**config.mk**
```make
export PLATFORM = sky130hd
export DESIGN_NAME = div_pow2
export DESIGN_NICKNAME = d
export VERILOG_FILES = /design/src/rtl/div_pow2_pkg.sv /design/src/rtl/div_pow2_core.sv /design/src/rtl/div_pow2.sv
export SDC_FILE = /design/constraint.sdc
export NUM_CORES = 1
export LEC_CHECK = 0
export CORE_MARGIN = 2
export CORE_UTILIZATION = 38
export CTS_CLUSTER_SIZE = 25
export DETAILED_ROUTE_END_ITERATION = 10
export HOLD_SLACK_MARGIN = 0.08
export PLACE_DENSITY = 0.75
export SYNTH_ARGS = -nofsm -noshare
export SYNTH_HDL_FRONTEND = slang
export SYNTH_SLANG_ARGS = --single-unit
export TNS_END_PERCENT = 5
```
**constraint.sdc**
```tcl
create_clock -name clk_i -period 2.4 [get_ports clk_i]
set_clock_uncertainty 0.15 [all_clocks]
set_input_delay 0.24 -clock clk_i [delete_from_list [all_inputs] [get_ports clk_i]]
set_output_delay 0.24 -clock clk_i [all_outputs]
set_load 0.02 [all_outputs]
```
**src/rtl/div_pow2_pkg.sv**
```systemverilog
// -----------------------------------------------------------------------------
// div_pow2_pkg
// Shared types and constants for the signed power-of-two divider.
//   data_t    : signed 8-bit dividend / quotient
//   shamt_t   : unsigned 8-bit shift amount (divisor is 2^shamt)
//   DATA_W    : datapath width
//   MAX_SHIFT : largest shift that can leave a nonzero quotient
// -----------------------------------------------------------------------------
package div_pow2_pkg;

    localparam int DATA_W    = 8;
    localparam int MAX_SHIFT = 7;

    typedef logic signed [DATA_W-1:0] data_t;
    typedef logic        [DATA_W-1:0] shamt_t;

endpackage

```
**src/rtl/div_pow2_core.sv**
```systemverilog
// -----------------------------------------------------------------------------
// div_pow2_core
// Combinational signed divide by 2^y, truncating toward zero.
// Ports:
//   x (in,  8) signed dividend
//   y (in,  8) unsigned shift amount
//   q (out, 8) signed quotient, rounded toward zero
// -----------------------------------------------------------------------------
module div_pow2_core
    import div_pow2_pkg::*;
(
    input  data_t  x,
    input  shamt_t y,
    output data_t  q
);

    logic [2:0] shamt;
    logic       bigShift;
    data_t      shifted;
    data_t      dropMask;
    logic       sticky;

    // Only shifts 0..7 can leave anything of an 8-bit value; any bit set in
    // the upper part of y means the quotient is zero for every dividend.
    assign shamt    = y[2:0];
    assign bigShift = |y[DATA_W-1:MAX_SHIFT-4];

    // The arithmetic shift rounds toward negative infinity. For a negative
    // dividend that lost any 1 bits, add one to pull the result back toward
    // zero. dropMask selects exactly the bits the shift discards.
    always_comb begin
        shifted  = x >>> shamt;
        dropMask = data_t'((9'd1 << shamt) - 9'd1);
        sticky   = |(x & dropMask);
        q        = shifted;
        if (bigShift) begin
            q = '0;
        end else if (x[DATA_W-1] && sticky) begin
            q = shifted + data_t'(1);
        end
    end

endmodule

```
**src/rtl/div_pow2.sv**
```systemverilog
// -----------------------------------------------------------------------------
// div_pow2
// Signed power-of-two divider: x_i / 2^y_i truncated toward zero, as in C.
// Ports:
//   clk_i    (in,  1) datapath clock, rising edge
//   rst_i    (in,  1) asynchronous active-high reset
//   x_i      (in,  8) signed dividend
//   y_i      (in,  8) unsigned shift amount
//   output__ (out, 8) quotient; combinational by default
//   result_q (out, 8) registered quotient, one cycle latency
// Configuration macro: E_COUNTER_REG_OUT_EN
//   undefined : output__ is the combinational quotient
//   defined   : output__ is driven from result_q
// -----------------------------------------------------------------------------
module div_pow2
    import div_pow2_pkg::*;
(
    input  logic  clk_i,
    input  logic  rst_i,
    input  data_t x_i,
    input  shamt_t y_i,
    output data_t output__,
    output data_t result_q
);

    data_t quot;

    div_pow2_core u_core (
        .x (x_i),
        .y (y_i),
        .q (quot)
    );

    // Capture the quotient every cycle; reset clears it without a clock.
    always_ff @(posedge clk_i or posedge rst_i) begin
        if (rst_i) begin
            result_q <= '0;
        end else begin
            result_q <= quot;
        end
    end

    // Choose whether the primary output sees the quotient immediately or
    // after the register.
`ifdef E_COUNTER_REG_OUT_EN
    assign output__ = result_q;
`else
    assign output__ = quot;
`endif

endmodule

```
==> summary.txt, run 1 <==
Post-synth EDFFs: 0
WP data required: 2.01 ns
Maximum VDD drop: 0.162 mV
Yosys reg bits: 8
Largest reg by FF count: result_q
Hpwl dp: 1.90 mm
GPL Wtd Cong: 0.969
Root Buffer: clkbuf_4
WL/cell: 14.3 microns
Asr flop ratio synth: 100%
Hold-fix buffers, CTS: 0
Die area: 2510 sq um
Mapped Avg Cell Area: 9.29 sq um
Largest net degree at the start of global routing: 9
Register area share after synthesis: 24.8%
Synth Warn #: 0
Largest register FFs: 8
Die height: 50.1 microns
Psw: 141 uW
Worst slew pin tran: 0.330 ns
CTS sink count: 8
CTS tree: built
Setup ws final: 0.0637 ns
Setup TNS: 0 ns
Vias/cell: 5.37
Top Ports: 34
Fill count: 153
Synthesized Nets: 106
Clk pwr share: 21.2%
Row count: 16
Biggest registers after layout: result_q x8
Comb pwr share: 48.5%
Final period util: 97.3%
Fin nets: 163
Crit-path max FO: 6
Post-Syn Area: 808 sq um
Crit. End Element: output port
Sw Ratio: 31.1%
Max-capacitance violation count: 0
Critical path data arrival time: 1.95 ns
Max clock buf depth: 2
DRC Markers: 0
Main flop type after synthesis: dfrtp_1
Yosys cell types: 40
ANT cells: 0
Pins Over Slew Limit: 0
Sequential cell area: 200 sq um
Outcome: finished, final reports clean
Startpoint Class: input pin
Tmin final: 2.34 ns
Initial core utilization: 40.8%
Final antenna-violating net count: 0
Power density cells: 324 nW/um^2
Vias post-DR: 907
Buffers on Ports: 33
Most area-hungry cell type in the Yosys netlist: dfrtp_1
Core area: 1980 sq um
Initial DRC count: 16
Endpoints failing setup: 0
Multi-input logic area: 631 sq um
Clock transition at path regs: 0.05 ns
Vias in the first global route: 946
First-pass DRT Iterations: 4
TritonCTS buffer count: 3
Layout cells sized above 1: 51.4%
Final-report hold violation count: 0
H-tree level count: 1
Die Width: 50.1 microns
Synth Instances: 87
First-pass GRT wire length: 4.19 mm
Layout area overhead: 72.8%
Max Clk Rate: 428 MHz
RSZ-0062 raised after global routing: false
Max_slew headroom: 77.8%
Total GRT Usage: 21.6%
Ranking of synthesized cells by area: dfrtp_1 25%, mux2i_1 11%, mux4_2 5.6%
Sequential power share: 30.3%
Post-synth top cells: 9 x mux2i_1, 9 x nor2_1, 8 x dfrtp_1, 6 x inv_1, 5 x nor3_1
Worst Hold Class: input pin to async pin
DRT Wirelength: 2.42 mm
Grt total ovfl: 0
Initial antenna violation count: 0
Setup CP Type: input pin to output port
Dpl ws: -0.989 ns
Pint: 312 uW
Post-synth top area share: 24.8%
Leakage: 0.000639 uW
per-stage QoR:
step	utilization [%]	power [uW]	instance area, sq um	std cells	hold WS, ns
finish	70.5	453	1400	169	0.0788
global route	70.5	484	1400	169	0.102
CTS	73.7	460	1460	173	0.0815
detailed placement	68.2	337	1350	170	0.342
global placement	68.2	331	1350	170	0.342
floorplan	-	244	820	87	-0.0943
placed cells by master, fill, tap and decap left out, types with 2 or more instances in the layout:
cell	Yosys	layout
buf_6	2	10
nor2_1	9	9
clkdlybuf4s50_1	0	14
clkbuf_4	0	3
buf_2	1	5
clkbuf_2	0	5
inv_1	6	3
dfrtp_1	8	8
nand2_1	3	3
mux2i_2	0	3
nor3_1	5	4
or3_4	0	2
a31o_1	2	2
mux2_2	2	2
a311oi_2	0	2
mux4_2	2	2
mux2i_1	9	6
a21oi_1	3	2
mux2_4	2	4
inv_2	0	3
a211o_1	2	2
o21ai_0	2	2
a21oi_2	2	2
buf_4	2	21
logic make-up (layout without fill, tap and decap cells):
| family | Yosys count | count (layout) | synth area share [%] |
|---|---|---|---|
| multiplexers | 17 | 17 | 26.0 |
| AO/OA/AOI/OAI | 21 | 21 | 19.8 |
| AND/OR/NAND/NOR | 29 | 29 | 19.8 |
| buffers and inverters | 11 | 66 | 8.05 |
| adder cells (fa/ha/maj) | 1 | 1 | 1.55 |
| flip-flops | 8 | 8 | 24.8 |
power by group through the flow:
stage / logic (uW) / registers, uW / clock network (uW)
4_1_cts: 223 / 137 / 100
3_3_place_gp: 192 / 139 / 0
6_report: 220 / 137 / 95.9
2_1_floorplan: 102 / 141 / 0
3_5_place_dp: 198 / 139 / 0
5_1_grt: 239 / 137 / 108
critical path, cell delays in order:
cell and delay (ns):
buf_6 0.11, mux2_4 0.31, mux4_2 0.52, ha_4 0.21, nand4b_1 0.10, mux2_4 0.32
buf_6 0.13
final timing paths:
| kind | slack [ns] | to | depth (start not counted) | startpoint |
|---|---|---|---|---|
| worst min-delay path | 0.08 | result_q[3]$_DFF_PP0_ | 2 | rst_i |
| min in group clk_i | 0.28 | result_q[6]$_DFF_PP0_ | 3 | x_i[6] |
| max in group asynchronous | 1.80 | result_q[5]$_DFF_PP0_ | 2 | rst_i |
| worst max-delay path | 0.06 | output__[4] | 7 | y_i[0] |
metal layers:
layer	share of wire, %	track usage [%]	wire length, microns	up-vias
met5	0	0	0	-
met4	1.2	8.80	30	0
met3	4.9	2.73	119	4
met2	60	44.3	1450	33
met1	34	20.8	818	441
li1	-	-	-	429
layout make-up:
type                            instances  area share [%]
Sequential cell                         8            14.3
Tap cell                               27            2.42
Inverter                                6            1.61
Timing Repair Buffer                   57            34.9
Multi-Input combinational cell         68            45.2
Clock buffer                            3            1.61
repair_timing:
| action | in CTS | in global routing |
|---|---|---|
| pin swaps | 7 | 2 |
| gates resized for setup | 102 | 9 |
| cloned | 0 | 0 |
| setup endpoints to repair | 9 | 6 |
| setup buffers | 0 | 1 |
No activity file was read; power rests on OpenSTA's default activity.
==> run 2, diff against run 1 <==
--- a/config.mk
+++ b/config.mk
@@ -7,10 +7,13 @@
 export LEC_CHECK = 0
 export CORE_MARGIN = 2
 export CORE_UTILIZATION = 38
+export CTS_CLUSTER_DIAMETER = 150
 export CTS_CLUSTER_SIZE = 25
 export DETAILED_ROUTE_END_ITERATION = 10
+export GPL_TIMING_DRIVEN = 0
 export HOLD_SLACK_MARGIN = 0.08
 export PLACE_DENSITY = 0.75
+export RECOVER_POWER = 25
 export SYNTH_ARGS = -nofsm -noshare
 export SYNTH_HDL_FRONTEND = slang
 export SYNTH_SLANG_ARGS = --single-unit
==> run 2 against run 1 <==
  * Final cell count is 11% lower
  * Cell area fell by 14%
  * Clock-buffer cell count did not move
  * Clock power rose by 2.4%
  * Largest cell class unchanged
  * Critical path depth unchanged
==> summary.txt, run 2 (synthesized netlist as in run 1, its figures left out) <==
Setup CP Type: input pin to output port
Largest reg by FF count: result_q
Critical path's slowest cell: mux4_2
Pins Over Slew Limit: 0
Setup ws final: 0.0266 ns
Final antenna-violating net count: 0
Max_slew headroom: 75.1%
RSZ-0062 raised after global routing: true
Critical Path End: output__[4]
Vias in the first global route: 773
Startpoint Class: input pin
Dpl ws: -1.10 ns
CTS sink count: 8
Leakage: 0.000543 uW
DRT Wirelength: 2.06 mm
TritonCTS buffer count: 3
Max clock buf depth: 2
ANT cells: 0
Cell mode on critical path: mux2_4
Clock transition at path regs: 0.05 ns
Commonest cells after routing, fill and taps aside: 13 x buf_2, 13 x clkdlybuf4s50_1, 9 x nor2_1, 8 x mux2i_1, 8 x dfrtp_1
Placed cell area: 1150 sq um
Layout cells sized above 1: 38.7%
Slowest stage delay, CP: 0.53 ns
Initial core utilization: 40.8%
Fill count: 169
Total GRT Usage: 17.9%
Biggest registers after layout: result_q x8
Critical path data arrival time: 1.98 ns
Vias post-DR: 840
CTS tree: built
Buffers on Ports: 30
Worst slew pin tran: 0.372 ns
Fin nets: 145
H-tree level count: 1
Top Ports: 34
Die height: 50.1 microns
WP data required: 2.01 ns
Endpoints failing setup: 0
Crit-path cells: buf_2, mux2_4, mux4_2, ha_4, nand4b_1, mux2_4, buf_6
Row count: 16
First-pass DRT Iterations: 4
GPL Wtd Cong: 0.850
Power density cells: 341 nW/um^2
Post-route cell area: 1200 sq um
Initial DRC count: 17
Sequential cell area: 200 sq um
Crit. End Element: output port
Final period util: 98.9%
Initial antenna violation count: 0
DRC Markers: 0
Die Width: 50.1 microns
Crit-path max FO: 6
Largest register FFs: 8
Placed Instances: 144
Core area: 1980 sq um
Root Buffer: clkbuf_4
HP Start: x_i[7]
First-pass GRT wire length: 3.42 mm
Layout area overhead: 48.1%
Worst Hold Class: input pin to flop
Final-report hold violation count: 0
WL/cell: 13.6 microns
Die area: 2510 sq um
Maximum VDD drop: 0.167 mV
Tmin final: 2.37 ns
Hpwl dp: 1.61 mm
Largest net degree at the start of global routing: 11
Max Clk Rate: 421 MHz
Vias/cell: 5.56
Grt total ovfl: 0
Crit path from: x_i[6]
Max-capacitance violation count: 0
Multi-input logic area: 598 sq um
Outcome: finished, final reports clean
Post-route insts no fill: 151
==> run 2: cell types whose count changed in the layout (fill, tap and decap cells not counted), sizes merged <==
cell / delta
clkdlybuf4s15: +1
dlygate4sd3: +2
buf: -15
clkdlybuf4s50: -1
clkbuf: -5
==> run 2: per-stage QoR <==
step	setup TNS (ns)	utilization, %	total power, uW	hold WS (ns)
floorplan	0	-	244	-0.0943
global placement	-6.48	58.2	292	0.341
detailed placement	-6.69	58.2	296	0.345
CTS	0	60.5	412	0.250
global route	-0.00465	60.4	444	0.270
finish	0	60.4	409	0.263
==> run 2: worst min path at each step <==
stage | to | slack, ns | cells after the start
after floorplan | result_q[0]$_DFF_PP0_ | -0.09 | 1
after global placement | result_q[1]$_DFF_PP0_ | 0.34 | 2
after detailed placement | result_q[1]$_DFF_PP0_ | 0.34 | 2
after CTS | result_q[7]$_DFF_PP0_ | 0.25 | 3
after global routing | result_q[6]$_DFF_PP0_ | 0.27 | 3
final | result_q[7]$_DFF_PP0_ | 0.26 | 3
==> run 2: where the power goes <==
part	internal (uW)	switching, uW	total, uW	leakage [uW]
combinational	86.5	87.1	174	0.000418
sequential	137	0.351	137	0.000111
clock	56.9	41.3	98.2	0.0000138
==> run 2: final cells by class <==
type	instances	area share (%)
Multi-Input combinational cell	68	49.9
Timing Repair Buffer	34	23.0
Sequential cell	8	16.7
Buffer	5	3.55
Tap cell	27	2.82
Inverter	6	2.09
Clock buffer	3	1.88
==> run 2: critical path: cells and delay by family <==
family / cells / cell delay, ns
adder cells (fa/ha/maj): 1 / 0.20
AND/OR/NAND/NOR: 1 / 0.13
buffers and inverters: 2 / 0.28
multiplexers: 3 / 1.12
==> run 2: routing by layer <==
layer	track usage, %	vias up	share of wire (%)
met4	8.80	0	1.7
li1	-	397	-
met1	18.9	399	37
met5	0	-	0
met3	4.24	4	7.5
met2	32.5	40	53
==> run 2: timing repair <==
action / 4_1_cts / 5_1_grt
endpoints found under the hold margin: 4 / 0
gates resized for setup: 72 / 5
buffers inserted: 2 / 1
setup endpoints to repair: 9 / 4
pin swaps: 2 / 3
hold buffers: 1 / 0
